File: config.mk
export PLATFORM = sky130hd
export DESIGN_NAME = pwm_duty_decoder
export DESIGN_NICKNAME = d
export VERILOG_FILES = /design/src/rtl/pwm_duty_decoder.sv
export SDC_FILE = /design/constraint.sdc
export NUM_CORES = 1
export LEC_CHECK = 0
export BUFFER_PORTS_ARGS = -buffer_cell sky130_fd_sc_hd__clkbuf_2
export CAP_MARGIN = 5
export CORE_ASPECT_RATIO = 1.4
export CORE_MARGIN = 4
export CORE_UTILIZATION = 55
export DETAILED_ROUTE_END_ITERATION = 8
export PLACE_DENSITY = 0.82
export SLEW_MARGIN = 20
export SYNTH_ARGS = -nofsm -noshare
export SYNTH_HDL_FRONTEND = slang
export SYNTH_SLANG_ARGS = --single-unit
File: constraint.sdc
create_clock -name clk -period 3.95 [get_ports clk]
set_input_delay 0.1975 -clock clk [delete_from_list [all_inputs] [get_ports clk]]
set_output_delay 0.1975 -clock clk [all_outputs]
set_load 0.02 [all_outputs]
File: src/rtl/pwm_duty_decoder.sv
// PWM duty decoder: measures high time and period of an asynchronous PWM input and reports
// duty (0..255) via a valid/ready result register. Optional filter: PWM_DEC_GLITCH_FILTER_EN.
`timescale 1ns/1ps
module pwm_duty_decoder #(
  parameter int unsigned CNT_W       = 16,
  parameter int unsigned SYNC_STAGES = 2
) (
  input  logic             clk,
  input  logic             rst,
  input  logic             pwm_in,
  input  logic             ready_in,
  output logic             valid_out,
  output logic [7:0]       duty_out,
  output logic [CNT_W-1:0] period_out,
  output logic             stuck_hi_out,
  output logic             stuck_lo_out,
  output logic             overrun_out
);

  localparam int unsigned      PW     = CNT_W + 1;
  localparam logic [CNT_W-1:0] CntOne = CNT_W'(1);
  localparam logic [CNT_W-1:0] CntTop = ~CntOne;  // one below all-ones

  typedef enum logic [2:0] {StIdle, StHigh, StLow, StStuckHi, StStuckLo} state_e;

  logic [SYNC_STAGES-1:0] sync_q;
  logic                   sync_lvl, s, s_q, rise, fall;

  always_ff @(posedge clk or posedge rst) begin
    if (rst) sync_q <= '0;
    else     sync_q <= {sync_q[SYNC_STAGES-2:0], pwm_in};
  end
  assign sync_lvl = sync_q[SYNC_STAGES-1];

`ifdef PWM_DEC_GLITCH_FILTER_EN
  logic [1:0] hist_q;
  always_ff @(posedge clk or posedge rst) begin
    if (rst) hist_q <= '0;
    else     hist_q <= {hist_q[0], sync_lvl};
  end
  // Level only follows the synchronizer once it has agreed for three cycles in a row.
  assign s = (sync_lvl == hist_q[0] && sync_lvl == hist_q[1]) ? sync_lvl : s_q;
`else
  assign s = sync_lvl;
`endif

  always_ff @(posedge clk or posedge rst) begin
    if (rst) s_q <= 1'b0;
    else     s_q <= s;
  end
  assign rise = s & ~s_q;
  assign fall = ~s & s_q;

  state_e           state_q, state_d;
  logic [CNT_W-1:0] hcnt_q, hcnt_d, lcnt_q, lcnt_d;
  logic             capture, stuck_hi_hit, stuck_lo_hit;

  always_ff @(posedge clk or posedge rst) begin
    if (rst) begin
      state_q <= StIdle;
      hcnt_q  <= '0;
      lcnt_q  <= '0;
    end else begin
      state_q <= state_d;
      hcnt_q  <= hcnt_d;
      lcnt_q  <= lcnt_d;
    end
  end

  always_comb begin
    state_d = state_q;
    hcnt_d  = hcnt_q;
    lcnt_d  = lcnt_q;
    unique case (state_q)
      StIdle: begin
        if (rise) begin
          state_d = StHigh;
          hcnt_d  = CntOne;
          lcnt_d  = CntOne;
        end else if (!s) begin
          lcnt_d = lcnt_q + CntOne;
          if (lcnt_q == CntTop) state_d = StStuckLo;
        end
      end
      StHigh: begin
        if (fall) begin
          state_d = StLow;
          lcnt_d  = CntOne;
        end else begin
          hcnt_d = hcnt_q + CntOne;
          if (hcnt_q == CntTop) state_d = StStuckHi;
        end
      end
      StLow: begin
        if (rise) begin
          state_d = StHigh;
          hcnt_d  = CntOne;
          lcnt_d  = CntOne;
        end else begin
          lcnt_d = lcnt_q + CntOne;
          if (lcnt_q == CntTop) state_d = StStuckLo;
        end
      end
      StStuckHi, StStuckLo: begin
        if (rise) begin
          state_d = StHigh;
          hcnt_d  = CntOne;
          lcnt_d  = CntOne;
        end
      end
      default: state_d = StIdle;
    endcase
  end

  always_comb begin
    capture      = 1'b0;
    stuck_hi_hit = 1'b0;
    stuck_lo_hit = 1'b0;
    unique case (state_q)
      StIdle: stuck_lo_hit = !s && (lcnt_q == CntTop);
      StHigh: stuck_hi_hit = !fall && (hcnt_q == CntTop);
      StLow: begin
        capture      = rise;
        stuck_lo_hit = !rise && (lcnt_q == CntTop);
      end
      default: ;
    endcase
  end

  // Restoring divider: remainder starts at H (< P), one quotient bit per step.
  logic [PW-1:0]    den_q, den_d, p_sum;
  logic [PW:0]      rem_q, rem_d, rem_sh;
  logic [7:0]       quo_q, quo_d;
  logic [3:0]       cnt_q, cnt_d;
  logic [CNT_W-1:0] per_q, per_d;
  logic             done_q, done_d, busy, start, drop, ge;
  logic             stk_hi_q, stk_lo_q;

  assign p_sum  = {1'b0, hcnt_q} + {1'b0, lcnt_q};
  assign busy   = (cnt_q != 4'd0);
  assign start  = capture && !busy;
  assign drop   = capture && busy;
  assign rem_sh = {rem_q[PW-1:0], 1'b0};
  assign ge     = (rem_sh >= {1'b0, den_q});

  always_comb begin
    den_d  = den_q;
    rem_d  = rem_q;
    quo_d  = quo_q;
    cnt_d  = cnt_q;
    per_d  = per_q;
    done_d = busy && (cnt_q == 4'd1);
    if (start) begin
      den_d = p_sum;
      rem_d = {2'b00, hcnt_q};
      quo_d = '0;
      cnt_d = 4'd8;
      per_d = p_sum[CNT_W] ? '1 : p_sum[CNT_W-1:0];
    end else if (busy) begin
      rem_d = ge ? (rem_sh - {1'b0, den_q}) : rem_sh;
      quo_d = {quo_q[6:0], ge};
      cnt_d = cnt_q - 4'd1;
    end
  end

  always_ff @(posedge clk or posedge rst) begin
    if (rst) begin
      den_q    <= '0;
      rem_q    <= '0;
      quo_q    <= '0;
      cnt_q    <= '0;
      per_q    <= '0;
      done_q   <= 1'b0;
      stk_hi_q <= 1'b0;
      stk_lo_q <= 1'b0;
    end else begin
      den_q    <= den_d;
      rem_q    <= rem_d;
      quo_q    <= quo_d;
      cnt_q    <= cnt_d;
      per_q    <= per_d;
      done_q   <= done_d;
      stk_hi_q <= stuck_hi_hit;
      stk_lo_q <= stuck_lo_hit;
    end
  end

  logic             valid_q, valid_d, shi_q, shi_d, slo_q, slo_d, ovr_q, ovr_d, res_load;
  logic [7:0]       duty_q, duty_d;
  logic [CNT_W-1:0] pout_q, pout_d;

  assign res_load = done_q | stk_hi_q | stk_lo_q;

  always_comb begin
    valid_d = valid_q;
    duty_d  = duty_q;
    pout_d  = pout_q;
    shi_d   = shi_q;
    slo_d   = slo_q;
    ovr_d   = ovr_q | drop | (res_load && valid_q && !ready_in);
    if (valid_q && ready_in) valid_d = 1'b0;
    if (done_q) begin
      valid_d = 1'b1;
      duty_d  = quo_q;
      pout_d  = per_q;
      shi_d   = 1'b0;
      slo_d   = 1'b0;
    end else if (stk_hi_q || stk_lo_q) begin
      valid_d = 1'b1;
      duty_d  = stk_hi_q ? 8'hFF : 8'h00;
      pout_d  = '1;
      shi_d   = stk_hi_q;
      slo_d   = stk_lo_q;
    end
  end

  always_ff @(posedge clk or posedge rst) begin
    if (rst) begin
      valid_q <= 1'b0;
      duty_q  <= '0;
      pout_q  <= '0;
      shi_q   <= 1'b0;
      slo_q   <= 1'b0;
      ovr_q   <= 1'b0;
    end else begin
      valid_q <= valid_d;
      duty_q  <= duty_d;
      pout_q  <= pout_d;
      shi_q   <= shi_d;
      slo_q   <= slo_d;
      ovr_q   <= ovr_d;
    end
  end

  assign valid_out    = valid_q;
  assign duty_out     = duty_q;
  assign period_out   = pout_q;
  assign stuck_hi_out = shi_q;
  assign stuck_lo_out = slo_q;
  assign overrun_out  = ovr_q;

endmodule

==> results.toml, run 1 <==
[placed_design]
hpwlAfterDp_um = 13190
io_buffer_count = 31
globalplace.congestion = 0.9557

[floorplanning]
initial_utilization_pct = 56.18
fp-row-count = 50
design.die.area_um2 = 15640
count_of_pins_on_the_block_boundary = 32
coreArea_um2 = 13390
floorplan.die.height_um = 146.4
die-width_um = 106.8

[worst_setup_path]
regToRegStartpoint = "rem_q[6]$_DFFE_PP0P_"
crit_path_top_delay_cell = "o21a_1"
timing.setup.critical_path_class = "reg -> reg"
timing.critical_path.from = "rem_q[6]$_DFFE_PP0P_"
worst_setup_path_end_kind = "register"
critical_path.top_delay_family = "compound AO/OA/AOI/OAI gates"
critPathArrivalTime_ns = 3.24
worst_path_largest_cell_delay_ns = 0.64
worst_ep_required_time_ns = 4.26
crit_path_cell_trace = "ha_1 > and2_1 > nor4_1 > a21o_1 > o21ba_2 > o21a_1 > a2111oi_0 > a311o_1"
critical_path_buf_inv_count = 0
cp_max_fo = 21
critical_path.startpoint_type = "register"

[power_and_ir_drop]
power.combinational.fraction_pct = 42.8
seqPwrFrac_pct = 32.7
power_switching_uw = 2667
netSwitchingFraction_pct = 42.33
power_density_nw_per_um2 = 751.5
clockPowerShare_pct = 24.5
p_leak_uw = 0.003797
vdd.ir_drop.worst_uv = 288.6
p_total_uw = 6301
internal-power_uw = 3634

[synth]
ys_seq_area_share_pct = 43.59
synth_enable_flop_cells = 0
mean_cell_area_of_the_mapped_netlist_um2 = 8.922
syn-num-nets = 889
synth-compound-area-share_pct = 19.41
dominant_combinational_cell_family_by_area_after_synthesis = "compound AO/OA/AOI/OAI gates"
yosys.cell_types.count = 67
muxShareOfSynthArea_pct = 1.214
synth-adder-area-share_pct = 7.187
netlist_area_um2 = 7521
synth_async_sr_flop_share_pct = 100.0
synthXorXnorAreaFrac_pct = 4.891
main_synth_ff_type = "dfrtp_1"
ys.warnings.count = 0
yosys_register_bits = 131
post_synth_inst_count = 843
synth_simple_gate_area_share_pct = 19.07

[sta]
min_period_over_period_pct = 74.30
fin_setup_tns_ns = 0
worst-slew-pin-transition_ns = 0.9785
max_clock_freq_ghz = 0.3407
relSlewSlack_pct = 34.77
grt_setup_unrepaired = "false"
fin_hold_ws_ns = -0.02379
post_route_skew_ns = 0.008725
final-max-slew-violation-count = 0
finalWorstPathRequiredPeriod_ns = 2.935
setup_viol = 0
final-hold-violation-count = 7

[global_routing]
grt_pass1_wl_um = 31210
grtUsageTotal_pct = 25.13
number_of_antenna_violations_at_the_first_check_in_global_routing = 0
layer_with_the_highest_usage_after_global_routing = "met2"
met3_usage_pct = 5.263
met2_usage_pct = 43.06
gr-usage-met1_pct = 28.15
vias_in_the_first_global_route = 6424
grt-ovfl-total = 0
grt_max_degree = 77

[cells_and_area]
diodes = 0
final_common_cell = "dfrtp_1"
mostFrequentLayoutCells = "dfrtp_1, nand2_1, nor2_1"
finish.net_count = 907
layout-area-overhead-vs-synth_pct = 11.48
drive_gt1_share_pct = 9.382

[clock_tree]
cts_buffers = 17
tritoncts = "built"
postCtsSetupBuffers = 0
clock_transition_at_the_registers_of_the_reported_paths_ns = 0.07
cts.sinks = 131
post_cts.resized_instances = 0
clock_latency_late_sink_ns = 0.43
cts-root-buf = "clkbuf_16"
h_tree_level_count = 4
ctsLongestPathBuffers = 2

[routing]
drtIter0Drc = 405
detail_route.first_pass.iterations = 6
vias = 6383
route.final.wire_length_um = 18800
drc_errors = 0
via_per_inst = 6.045
routed_wl_per_cell_um = 17.80
number_of_nets_with_antenna_violations_after_detailed_routing = 0

[worst_hold_path]
hold_path.class = "in -> async"

[run_status]
failed_checks = "negative hold slack"
run_status = "finished with violations"

[run]
drv_cap = 0
==> metrics by stage <==
| stage | utilization, % | worst slack, ns | std cells | hold slack (ns) | area (um^2) |
|---|---|---|---|---|---|
| after CTS | 62.63 | 1.059 | 1056 | 0.01919 | 8384 |
| after floorplan | - | 0.2548 | 843 | 0.2289 | 7521 |
| after global placement | 58.24 | 1.181 | 1023 | 0.3082 | 7797 |
| after global routing | 62.63 | 0.8533 | 1056 | 0.04527 | 8384 |
| after detailed placement | 58.24 | 1.113 | 1023 | 0.3071 | 7797 |
| final | 62.63 | 1.015 | 1056 | -0.02379 | 8384 |
==> power groups by stage <==
stage          registers [uW]  logic, uW  clock network, uW
6_report                 2060       2700               1540
2_1_floorplan            2080       2030                  0
4_1_cts                  2060       2690               1560
3_3_place_gp             2060       2580                  0
3_5_place_dp             2080       2650                  0
5_1_grt                  2110       3000               1630
==> synth_stat cells, types with 6 or more instances <==
library cell | n | area share, %
ha_1 | 40 | 6.7
a21oi_1 | 64 | 4.3
mux2i_1 | 8 | 1.1
a21o_1 | 17 | 1.7
nor2b_1 | 8 | 0.67
nor3_1 | 11 | 0.73
nand2b_1 | 7 | 0.58
a211oi_1 | 9 | 0.90
nand3b_1 | 6 | 0.60
xnor2_1 | 20 | 2.3
nor2_1 | 79 | 3.9
nand2_1 | 103 | 5.1
inv_1 | 47 | 2.3
a31oi_1 | 14 | 1.2
nand4_1 | 13 | 1.1
dfrtp_1 | 131 | 44
clkbuf_1 | 28 | 1.4
xor2_1 | 22 | 2.6
o31ai_1 | 10 | 1.0
o21ai_0 | 56 | 3.7
o211ai_1 | 19 | 1.9
and3_1 | 10 | 0.83
o21a_1 | 6 | 0.60
nand3_1 | 35 | 2.3
or3_1 | 8 | 0.67
==> layer usage <==
layer | part of all wire, % | routed length (um)
met1 | 38 | 7218
met2 | 51 | 9578
met3 | 4.8 | 905
met4 | 5.8 | 1099
met5 | 0 | 0
==> cells by family after synthesis <==
group	Yosys count
AOI/OAI and AO/OA	230
xor gates and xnor gates	42
adders and majority gates	42
buffers and inverters	87
DFF	131
muxes	9
and+or+nand+nor	302
==> worst paths after layout <==
kind	to	cells after the start	slack [ns]
worst max-delay path	rem_q[4]$_DFFE_PP0P_	8	1.02
worst min-delay path	lcnt_q[9]$_DFFE_PP0P_	2	-0.02
worst max register to register	rem_q[4]$_DFFE_PP0P_	8	1.02
worst min register to register	sync_q[1]$_DFF_PP0_	0	0.35
max in group asynchronous	stk_lo_q$_DFF_PP0_	3	3.16
min in group clk	valid_out$_DFFE_PP0P_	3	0.05
==> flip-flops by register name, summed over array words and instances, names as in the netlist, 2 cells and up <==
name,flops
cnt_q,4
lcnt_q,16
den_q,17
quo_q,8
rem_q,17
per_q,16
hcnt_q,16
period_out,16
state_q,3
duty_out,8
sync_q,2
==> worst register-to-register path, cell delays in order (launching register included) <==
cell	delay, ns
dfrtp_1	0.40
ha_1	0.37
and2_1	0.20
nor4_1	0.33
a21o_1	0.25
o21ba_2	0.20
o21a_1	0.64
a2111oi_0	0.13
a311o_1	0.30
==> area by class of cell <==
cell class,count,area [um^2]
tap,182,227.7
fill,1117,5004
multi-input combinational,625,3896
sequential,131,3278
clock buffer,17,425.4
clock inverter,15,151.4
inverter,48,182.7
timing repair buffer,38,222.7
==> repair_timing <==
item                                   CTS  global route
endpoints found under the hold margin    1             0
setup endpoints to repair                0             0
hold buffers                             1             0
Note: power is estimated with default switching activity, not from simulation.
==> run 2: changes to the inputs <==
--- a/config.mk
+++ b/config.mk
@@ -5,13 +5,14 @@
 export SDC_FILE = /design/constraint.sdc
 export NUM_CORES = 1
 export LEC_CHECK = 0
+export ABC_AREA = 1
 export BUFFER_PORTS_ARGS = -buffer_cell sky130_fd_sc_hd__clkbuf_2
 export CAP_MARGIN = 5
 export CORE_ASPECT_RATIO = 1.4
 export CORE_MARGIN = 4
 export CORE_UTILIZATION = 55
 export DETAILED_ROUTE_END_ITERATION = 8
-export PLACE_DENSITY = 0.82
+export PLACE_DENSITY = 0.79
 export SLEW_MARGIN = 20
 export SYNTH_ARGS = -nofsm -noshare
 export SYNTH_HDL_FRONTEND = slang
==> constraint.sdc (replaced) <==
create_clock -name clk -period 2.9 [get_ports clk]
set_input_delay 0.145 -clock clk [delete_from_list [all_inputs] [get_ports clk]]
set_output_delay 0.145 -clock clk [all_outputs]
set_load 0.02 [all_outputs]
==> run 2 against run 1 <==
Against the previous run:
- the run now ends clean
- clock skew fell by 0.0018 ns
- synthesized cell count rose by 21%
- register-to-register slack got worse by 0.42 ns
- routed wire length rose by 9.5%
- core utilization rose by 0.30 points
- via count rose by 9.5%
- clock-buffer cell count did not move
- area after synthesis rose by 4.4%
- non-clock buffer count rose by 3
- final area rose by 4.9%
- critical endpoint is now den_q[7]$_DFFE_PP0P_
- highest routed layer unchanged
==> results.toml, run 2 <==
[synth]
synth.largest_area_cell = "dfrtp_1"
main_synth_ff_type = "dfrtp_1"
ys_seq_area_share_pct = 41.77
top_cells_by_instance_count_after_synthesis = "nand2_1, inv_1, dfrtp_1, nand3_1, nor2_1"
synth_largest_type_area_fraction_pct = 41.77
synth_async_sr_flop_share_pct = 100.0
syn-num-nets = 1063
netlist_area_um2 = 7849
yosys_register_bits = 131
synth_top_cells_by_area = "dfrtp_1, nand2_1, inv_1"
mean_cell_area_of_the_mapped_netlist_um2 = 7.718
yosys.cell_types.count = 49
synth_enable_flop_cells = 0
ys.warnings.count = 0
synth_most_common_cell = "nand2_1"
post_synth_inst_count = 1017

[routing]
via_per_inst = 5.573
route.final.wire_length_um = 20590
vias = 6988
drc_errors = 0
number_of_nets_with_antenna_violations_after_detailed_routing = 0
routed_wl_per_cell_um = 16.42
drtIter0Drc = 620
detail_route.first_pass.iterations = 5

[clock_tree]
h_tree_level_count = 4
cts-root-buf = "clkbuf_16"
ctsLongestPathBuffers = 2
tritoncts = "built"
post_cts.resized_instances = 0
cts.sinks = 131
cts_buffers = 17
clock_transition_at_the_registers_of_the_reported_paths_ns = 0.06
clock_latency_late_sink_ns = 0.43

[worst_setup_path]
crit_path_top_delay_cell = "o21ai_0"
critical_path.startpoint_type = "register"
worst_path_largest_cell_delay_ns = 0.55
worst_ep_required_time_ns = 3.16
timing.setup.critical_path_class = "reg -> reg"
worst_setup_path_end_kind = "register"
critical_path_buf_inv_count = 0
crit_path_cell_trace = "ha_1 > a21oi_1 > nand3_1 > o21ai_0 > o21ai_0"
reg2reg_depth = 5
reg2reg_slack_ns = 0.60
worst_path_most_repeated_cell = "o21ai_0"
critPathArrivalTime_ns = 2.57
cp_max_fo = 6
capture_instance_of_the_worst_register_to_register_path = "den_q[7]$_DFFE_PP0P_"
regToRegStartpoint = "hcnt_q[6]$_DFFE_PP0P_"
critical_path.top_delay_family = "compound AO/OA/AOI/OAI gates"

[sta]
fin_hold_ws_ns = 0.2047
worst_slack_ns = 0.5979
max_clock_freq_ghz = 0.4344
grt_setup_unrepaired = "false"
setup_viol = 0
relSlewSlack_pct = 58.43
fin_setup_tns_ns = 0
final-max-slew-violation-count = 0
finalWorstPathRequiredPeriod_ns = 2.302
final-hold-violation-count = 0
post_route_skew_ns = 0.006909
worst-slew-pin-transition_ns = 0.6170
min_period_over_period_pct = 79.38

[cells_and_area]
finish.net_count = 1102
layout-area-overhead-vs-synth_pct = 12.04
final_common_cell = "nand2_1"
diodes = 0
layout_top_registers = "den_q (17), rem_q (17)"
drive_gt1_share_pct = 10.66
mostFrequentLayoutCells = "nand2_1, inv_1, dfrtp_1"

[floorplanning]
fp-row-count = 51
initial_utilization_pct = 56.16
floorplan.die.height_um = 149.3
die-width_um = 109.0
coreArea_um2 = 13970
count_of_pins_on_the_block_boundary = 32
design.die.area_um2 = 16270

[global_routing]
number_of_antenna_violations_at_the_first_check_in_global_routing = 0
vias_in_the_first_global_route = 6731
grt_pass1_wl_um = 33530
grt_max_degree = 77
grtUsageTotal_pct = 26.59
grt-ovfl-total = 0

[run_status]
run_status = "completed"

[placed_design]
globalplace.congestion = 0.9480
io_buffer_count = 31
hpwlAfterDp_um = 15430
detailedPlace.worstSlack_ns = 0.6439

[power_and_ir_drop]
p_leak_uw = 0.004557
vdd.ir_drop.worst_uv = 454.4
power_density_nw_per_um2 = 1010
p_total_uw = 8885

[worst_hold_path]
hold_path.class = "in -> async"

[run]
drv_cap = 0
[run 2: cell type report]
class	instances	area, um^2
Timing Repair Buffer	41	250.2
Clock buffer	17	425.4
Tap cell	185	231.5
Sequential cell	131	3278
Clock inverter	15	161.4
Multi-Input combinational cell	698	3816
Fill cell	1186	5181
Inverter	167	630.6
[run 2: metrics by stage]
step / std cells / cell area (um^2) / util, %
after floorplan: 1017 / 7853 / -
after global placement: 1219 / 8177 / 58.51
after detailed placement: 1219 / 8177 / 58.51
after CTS: 1254 / 8793 / 62.92
after global routing: 1254 / 8793 / 62.92
final: 1254 / 8793 / 62.92
[run 2: how the worst max path moves through the flow]
| stage | startpoint | to | slack, ns | depth (start not counted) |
|---|---|---|---|---|
| final | hcnt_q[6]$_DFFE_PP0P_ | den_q[7]$_DFFE_PP0P_ | 0.60 | 5 |
| after global routing | hcnt_q[0]$_DFFE_PP0P_ | per_q[1]$_DFFE_PP0P_ | 0.45 | 10 |
| after CTS | hcnt_q[6]$_DFFE_PP0P_ | den_q[7]$_DFFE_PP0P_ | 0.63 | 5 |
| after detailed placement | hcnt_q[6]$_DFFE_PP0P_ | den_q[7]$_DFFE_PP0P_ | 0.64 | 5 |
| after global placement | hcnt_q[6]$_DFFE_PP0P_ | den_q[7]$_DFFE_PP0P_ | 0.62 | 5 |
| after floorplan | hcnt_q[0]$_DFFE_PP0P_ | per_q[9]$_DFFE_PP0P_ | 0.95 | 11 |
[run 2: where the power goes]
part | switching [uW] | internal [uW]
registers | 361 | 2330
clock network | 965 | 1150
logic | 2630 | 1440
[run 2: logic make-up (layout without fill, tap and decap cells)]
kind of cell,after synthesis,after routing,share of synthesized area [%]
AOI/OAI and AO/OA,179,179,13.77
xor gates and xnor gates,13,13,1.451
adders and majority gates,42,42,6.887
buffers and inverters,188,240,9.612
DFF,131,131,41.77
and+or+nand+nor,464,464,26.51
[run 2: routing by layer]
layer | GRT usage (%) | wire [um] | up-vias
met5 | 0 | 0 | -
met4 | 13.52 | 950 | 0
met3 | 3.898 | 978 | 70
met2 | 45.20 | 10390 | 234
met1 | 32.46 | 8271 | 3268
li1 | - | - | 3416
[run 2: tightest hold or removal path, cell delays in order]
cell,delay (ns)
dlygate4sd3_1,0.53
clkbuf_2,0.12
clkinvlp_4,0.20
[run 2: what timing repair did]
item	4_1_cts	5_1_grt
buffers inserted	0	0
hold buffers	3	0
hold endpoints to repair	11	0
